===== src/rtl/param_alu_datapath.sv =====
// Parametrised register-file datapath with a built-in micro-sequencer: one start
// pulse runs a full register-to-register ALU op, or a shift-add multiply into HI/LO.
module param_alu_datapath #(
  parameter int WIDTH = 32,
  parameter int NREGS = 16,
  parameter int AW    = $clog2(NREGS)
) (
  input  logic             clock,
  input  logic             clear,
  input  logic             start,
  input  logic [2:0]       op,
  input  logic [AW-1:0]    ra,
  input  logic [AW-1:0]    rb,
  input  logic [AW-1:0]    rc,
  input  logic             wr_en,
  input  logic [AW-1:0]    wr_addr,
  input  logic [WIDTH-1:0] wr_data,
  input  logic [AW-1:0]    rd_addr,
  output logic [WIDTH-1:0] rd_data,
  output logic [WIDTH-1:0] hi_out,
  output logic [WIDTH-1:0] lo_out,
  output logic             busy,
  output logic             done,
  output logic             err
);

  localparam int SW = $clog2(WIDTH);
  localparam int CW = $clog2(WIDTH + 1);

  localparam logic [2:0] OP_ADD = 3'd0;
  localparam logic [2:0] OP_SUB = 3'd1;
  localparam logic [2:0] OP_AND = 3'd2;
  localparam logic [2:0] OP_OR  = 3'd3;
  localparam logic [2:0] OP_SHL = 3'd4;
  localparam logic [2:0] OP_SHR = 3'd5;
  localparam logic [2:0] OP_MUL = 3'd6;
  localparam logic [2:0] OP_RSV = 3'd7;

  typedef enum logic [2:0] {IDLE, S_Y, S_Z, S_MUL, S_WB, S_DONE} state_t;

  state_t            state, next_state;
  logic [WIDTH-1:0]  regs [NREGS];
  logic [WIDTH-1:0]  y, zhigh, zlow, hi, lo, mcand, mplier;
  logic [CW-1:0]     count;
  logic [2:0]        op_q;
  logic [AW-1:0]     ra_q, rb_q, rc_q;
  logic [WIDTH-1:0]  b_val, alu_res;
  logic [WIDTH:0]    mul_sum;

  always_comb begin
    next_state = state;
    case (state)
      IDLE:    if (start) next_state = S_Y;
      S_Y:     next_state = S_Z;
      S_Z:     next_state = (op_q == OP_MUL) ? S_MUL : S_WB;
      S_MUL:   if (count == CW'(WIDTH - 1)) next_state = S_WB;
      S_WB:    next_state = S_DONE;
      S_DONE:  next_state = IDLE;
      default: next_state = IDLE;
    endcase
  end

  always_comb begin
    b_val   = regs[rb_q];
    alu_res = '0;
    case (op_q)
      OP_ADD:  alu_res = y + b_val;
      OP_SUB:  alu_res = y - b_val;
      OP_AND:  alu_res = y & b_val;
      OP_OR:   alu_res = y | b_val;
      OP_SHL:  alu_res = y << b_val[SW-1:0];
      OP_SHR:  alu_res = y >> b_val[SW-1:0];
      default: alu_res = '0;
    endcase
  end

  // Right-shifting accumulator: the adder carry becomes the new MSB of Zhigh.
  assign mul_sum = {1'b0, zhigh} + (mplier[0] ? {1'b0, mcand} : '0);

  always_ff @(posedge clock) begin
    if (clear) state <= IDLE;
    else       state <= next_state;
  end

  always_ff @(posedge clock) begin
    if (clear) begin
      for (int i = 0; i < NREGS; i++) regs[i] <= '0;
      y      <= '0;
      zhigh  <= '0;
      zlow   <= '0;
      hi     <= '0;
      lo     <= '0;
      mcand  <= '0;
      mplier <= '0;
      count  <= '0;
      op_q   <= '0;
      ra_q   <= '0;
      rb_q   <= '0;
      rc_q   <= '0;
    end else begin
      case (state)
        IDLE: begin
          if (wr_en) regs[wr_addr] <= wr_data;
          if (start) begin
            op_q <= op;
            ra_q <= ra;
            rb_q <= rb;
            rc_q <= rc;
          end
        end
        S_Y: y <= regs[ra_q];
        S_Z: begin
          if (op_q == OP_MUL) begin
            mcand  <= y;
            mplier <= b_val;
            zhigh  <= '0;
            zlow   <= '0;
            count  <= '0;
          end else if (op_q != OP_RSV) begin
            zhigh <= '0;
            zlow  <= alu_res;
          end
        end
        S_MUL: begin
          zhigh  <= mul_sum[WIDTH:1];
          zlow   <= {mul_sum[0], zlow[WIDTH-1:1]};
          mplier <= mplier >> 1;
          count  <= count + 1'b1;
        end
        S_WB: begin
          if (op_q == OP_MUL) begin
            hi <= zhigh;
            lo <= zlow;
          end else if (op_q != OP_RSV) begin
            regs[rc_q] <= zlow;
          end
        end
        default: ;
      endcase
    end
  end

  assign rd_data = regs[rd_addr];
  assign hi_out  = hi;
  assign lo_out  = lo;
  assign busy    = (state != IDLE) && (state != S_DONE);
  assign done    = (state == S_DONE);
  assign err     = (state == S_DONE) && (op_q == OP_RSV);

endmodule


===== config.mk =====
export PLATFORM = sky130hd
export DESIGN_NAME = param_alu_datapath
export DESIGN_NICKNAME = d
export VERILOG_FILES = /design/src/rtl/param_alu_datapath.sv
export SDC_FILE = /design/constraint.sdc
export NUM_CORES = 2
export LEC_CHECK = 0
export CORE_UTILIZATION = 35
export DETAILED_ROUTE_END_ITERATION = 6
export PLACE_DENSITY = 0.52
export SYNTH_ARGS = -nofsm -noshare
export SYNTH_HDL_FRONTEND = slang
export SYNTH_SLANG_ARGS = --single-unit

===== constraint.sdc =====
create_clock -name clock -period 6.4 [get_ports clock]
set_clock_uncertainty 0.1 [all_clocks]
set_input_delay 1.92 -clock clock [delete_from_list [all_inputs] [get_ports clock]]
set_output_delay 1.92 -clock clock [all_outputs]
set_load 0.005 [all_outputs]

# After elaboration in Yosys (flattened, before gate mapping)
# Memories as Yosys holds them, arrays and structs flattened. A register that Yosys moved wholly into a read port is not among the register bits.
# Index checks and enable logic that the tools add are counted.
[word_totals]
register_bits = 216
ram_bits = 512
elab_cells = 89
memories = 1
[classes]
addsub = 4
eq_ne = 19
shifts = 2
n_mux = 35
n_bitwise = 2
reduce_logical = 14
[memory_table]
columns = ["memory", "depth", "width", "read_ports", "rd_clocked_by_memory_dff", "write_ports", "line", "rtl"]
rows = [
  ["regs", 16, 32, 3, 2, 16, "42", "logic [WIDTH-1:0] regs [NREGS];"],
]
[ops]
columns = ["operator", "n"]
rows = [
  ["two-way mux 32 bit", 8],
  ["one-hot mux 32 bit (2 select lines)", 3],
  ["one-hot mux 32 bit (6 select lines)", 1],
  ["OR reduction 32 bit", 2],
  ["adder 32 x 32 -> 33 bit", 1],
  ["adder 32 bit", 1],
  ["bitwise AND 32 bit", 1],
  ["OR 32 bit", 1],
  ["left shift 32 x 5 -> 32 bit", 1],
  [">> shifter 32 x 5 -> 32 bit", 1],
  ["subtractor 32 bit", 1],
  ["== test 3 bit (second input constant)", 6],
  ["two-way mux 4 bit", 4],
  ["one-hot mux 3 bit (5 select lines)", 1],
  ["two-way mux 1 bit", 13],
  ["== test 3 x 2 -> 1 bit (second input constant)", 4],
  ["one-hot mux 6 bit (2 select lines)", 1],
  ["AND reduction 2 bit", 6],
  ["two-way mux 3 bit", 3],
  ["inequality test 3 bit (second input constant)", 3],
  ["adder 6 x 1 -> 6 bit (second input constant)", 1],
  ["== test 3 x 1 -> 1 bit (second input constant)", 2],
  ["== test 6 x 5 -> 1 bit (second input constant)", 1],
  ["zero test 3 bit", 2],
  ["other kinds (5)", 8],
]

# Longest topological paths before layout
[depth]
word_depth = 8
ltp_mapped = 29

# Worst setup path before layout
# Ideal clock, no wire load.
[synth_timing]
kind = "input to output"
start = "in rd_addr[0]"
end = "out rd_data[11]"
arrival_time_ns = 3.992
required_ns = 4.380
path_slack_ns = 0.388
stages = 4
path_buffers = 2
cell_sequence = "clkbuf_1 > buf_1 > mux4_2 > mux4_2"
[synth_between]
elab_chain_len = 1
[synth_lines]
columns = ["item", "line", "rtl"]
rows = [
  ["start, declared", "18", "input logic [AW-1:0] rd_addr,"],
  ["memory (16 x 32 bit)", "--", ""],
  ["end, declared", "19", "output logic [WIDTH-1:0] rd_data,"],
]
# Every way passes these cells.

# Worst setup path after layout
[layout_timing]
start = "in rd_addr[0]"
end = "out rd_data[19]"
# The elaborated chain is that of the path after synthesis.

==> results.json <==
{
  "via_per_inst": 6.24,
  "synth_ff_type": "edfxtp_1",
  "synthesis.area_mm2": 0.0470,
  "rsz0062_at_grt": "false",
  "drt_first_pass_iters": 6,
  "required_ps": 4380,
  "rows": 134,
  "cts_setup_buffers": 0,
  "grt_max_degree": 81,
  "avgSynthCellArea_um2": 11.1,
  "clock-sinks": 764,
  "ir_drop_mv": 0.212,
  "core-area_mm2": 0.133,
  "cts_max_level": 3,
  "finalMaxSlewViolations": 0,
  "cts_tree": "yes",
  "die_x_um": 369,
  "r2r_slack_ps": 330,
  "clockBufferDepth": 3,
  "r2r_end": "zlow[31]",
  "crit_arrival_ps": 4080,
  "setup_ws_ps": 296,
  "cts_root_buf": "clkbuf_16",
  "area_delta_synth_final_pct": 15.6,
  "top_level_ports": 158,
  "ctsHoldBuffers": 0,
  "initial_utilization": 0.352,
  "power.leakage_nw": 19.1,
  "end_kind": "output port",
  "reg2reg_depth": 16,
  "fmax_ghz": 0.164,
  "layout_common_cells": "nor2_1 (630), edfxtp_1 (512), nand2_1 (485)",
  "max_cap_viol_count": 0,
  "finalSetupViolCount": 0,
  "synth_top_area_frac": 0.327,
  "drc": 0,
  "min_path_cells": 2,
  "place_hpwl_mm": 124,
  "die_h_um": 369,
  "antennaDiodeCount": 0,
  "pwr_density_cell_mw_per_mm2": 296,
  "grt_pass1_wl_mm": 270,
  "hp-start": "mcand[24]",
  "clk_latency_ps": 760,
  "worst_hold_slack_ps": 349,
  "slew_headroom": 0.109,
  "yosysSeqAreaShare": 0.434,
  "setup_tns_ps": 0,
  "numCtsBuffers": 92,
  "fin_crit_ps": 6100,
  "clkTransAtPathRegs_ps": 60,
  "hold_viol_final": 0,
  "holdPathEnd": "mcand[24]",
  "synth_nets": 4377,
  "grt-ovfl-total": 0,
  "detailedPlace.worstSlack_ps": 281,
  "post_cts_resized": 0,
  "synthDistinctLibCells": 81,
  "final_common_cell": "nor2_1",
  "ys_ff_latch": 764,
  "synth-edff-count": 512,
  "hp-class": "register to register",
  "synth_area_leaders": "edfxtp_1 (33%), mux4_2 (21%), dfxtp_1 (11%)",
  "drt_iter0_markers": 5091,
  "synth_area_leader_cell": "edfxtp_1",
  "antenna_left": 0,
  "gp_congestion": 0.946,
  "drt_wl_total_mm": 189,
  "nets": 4466,
  "synthArstFlopShare": 0,
  "syn_inst": 4248,
  "antenna_found_initial": 9,
  "ys_warn_count": 0,
  "grtUsageTotal": 0.274,
  "vias": 38600,
  "portBuffers": 157,
  "wl_per_cell_um": 30.6,
  "grt_pass1_vias": 37000,
  "path_max_fanout": 40,
  "startpoint": "rd_addr[0]",
  "worst_setup_path_start_kind": "input pin",
  "worst_slew_pin_slew_ps": 1320,
  "period_share": 0.954,
  "drive_gt1_frac": 0.203,
  "status": "finished, final reports clean",
  "power_mw": 16.1,
  "die-area_mm2": 0.136,
  "worstSetupPathType": "input pin to output port"
}
## sequential cells by signal, indices dropped and copies added (netlist names), named ones only
name    cells
regs      512
hi_out     32
lo_out     32
mcand      32
mplier     32
y          32
zhigh      32
zlow       32
count       6
ra_q        4
rb_q        4
rc_q        4
op_q        3
state       3
## synthesized netlist by cell type, drive strengths merged (19+ instances only)
cell type    n
a21oi      298
nor2       631
nor2b       19
nor3        39
mux2        21
and2        53
clkbuf     263
nand3       99
dfxtp      252
maj3        28
xor2        37
a211oi      26
a221oi      34
a22o        22
a22oi       99
o211ai      32
a31oi       29
mux2i      120
edfxtp     512
or3         25
a21o        48
buf        113
inv         33
mux4       445
xnor2       39
ha          68
nand2      518
o21ai      112
and3        25
## kinds of logic (layout without fill, tap and decap cells)
| family | count (synthesis) | count (layout) | share of synthesized area |
|---|---|---|---|
| AND/OR/NAND/NOR | 1469 | 1469 | 0.131 |
| adder cells (fa/ha/maj) | 98 | 98 | 0.0249 |
| AO/OA/AOI/OAI | 845 | 845 | 0.116 |
| buffers and inverters | 410 | 578 | 0.0355 |
| multiplexers | 586 | 586 | 0.244 |
| XOR/XNOR | 76 | 76 | 0.0142 |
| flip-flops | 764 | 764 | 0.434 |
## worst max-delay path: stages
cell and delay, ps:
clkbuf_8 200, buf_12 310, mux4_2 560, mux4_2 540, clkdlybuf4s50_1 490
## worst max path at each step
stage | cells past startpoint | slack [ps] | endpoint
floorplan | 4 | 390 | rd_data[11]
global placement | 5 | 310 | rd_data[19]
detailed placement | 16 | 280 | zlow[31]
CTS | 16 | 270 | zlow[31]
global route | 25 | 110 | zlow[31]
finish | 5 | 300 | rd_data[19]
## power breakdown
part / switching, mW / internal [mW] / total, mW
Combinational: 2.93 / 1.89 / 4.83
Sequential: 0.460 / 5.49 / 5.94
Clock: 2.32 / 3.02 / 5.35
Total: 5.71 / 10.4 / 16.1
## layer usage
layer / vias to the layer above / global-route usage / part of all wire
li1: 16300 / - / -
met1: 19500 / 0.367 / 0.40
met2: 2315 / 0.433 / 0.46
met3: 444 / 0.0564 / 0.098
met4: 2 / 0.106 / 0.040
met5: - / 0 / 0.00014
## area by class of cell
type | instances | area (um^2)
fillers | 12800 | 79100
multi-input cells | 3074 | 25100
flip-flops and latches | 764 | 20400
repair buffers | 371 | 3440
clock buffers | 110 | 2430
well taps | 1768 | 2210
clock inverters | 63 | 618
inverters | 34 | 128
## metrics by stage
| step | instances | utilization | instance area [um^2] |
|---|---|---|---|
| after floorplan | 4248 | - | 47000 |
| after global placement | 6010 | 0.384 | 51300 |
| after detailed placement | 6010 | 0.384 | 51300 |
| after CTS | 6183 | 0.407 | 54300 |
| after global routing | 6184 | 0.407 | 54400 |
| final | 6184 | 0.407 | 54400 |
Power figures use the tool's default switching activity.
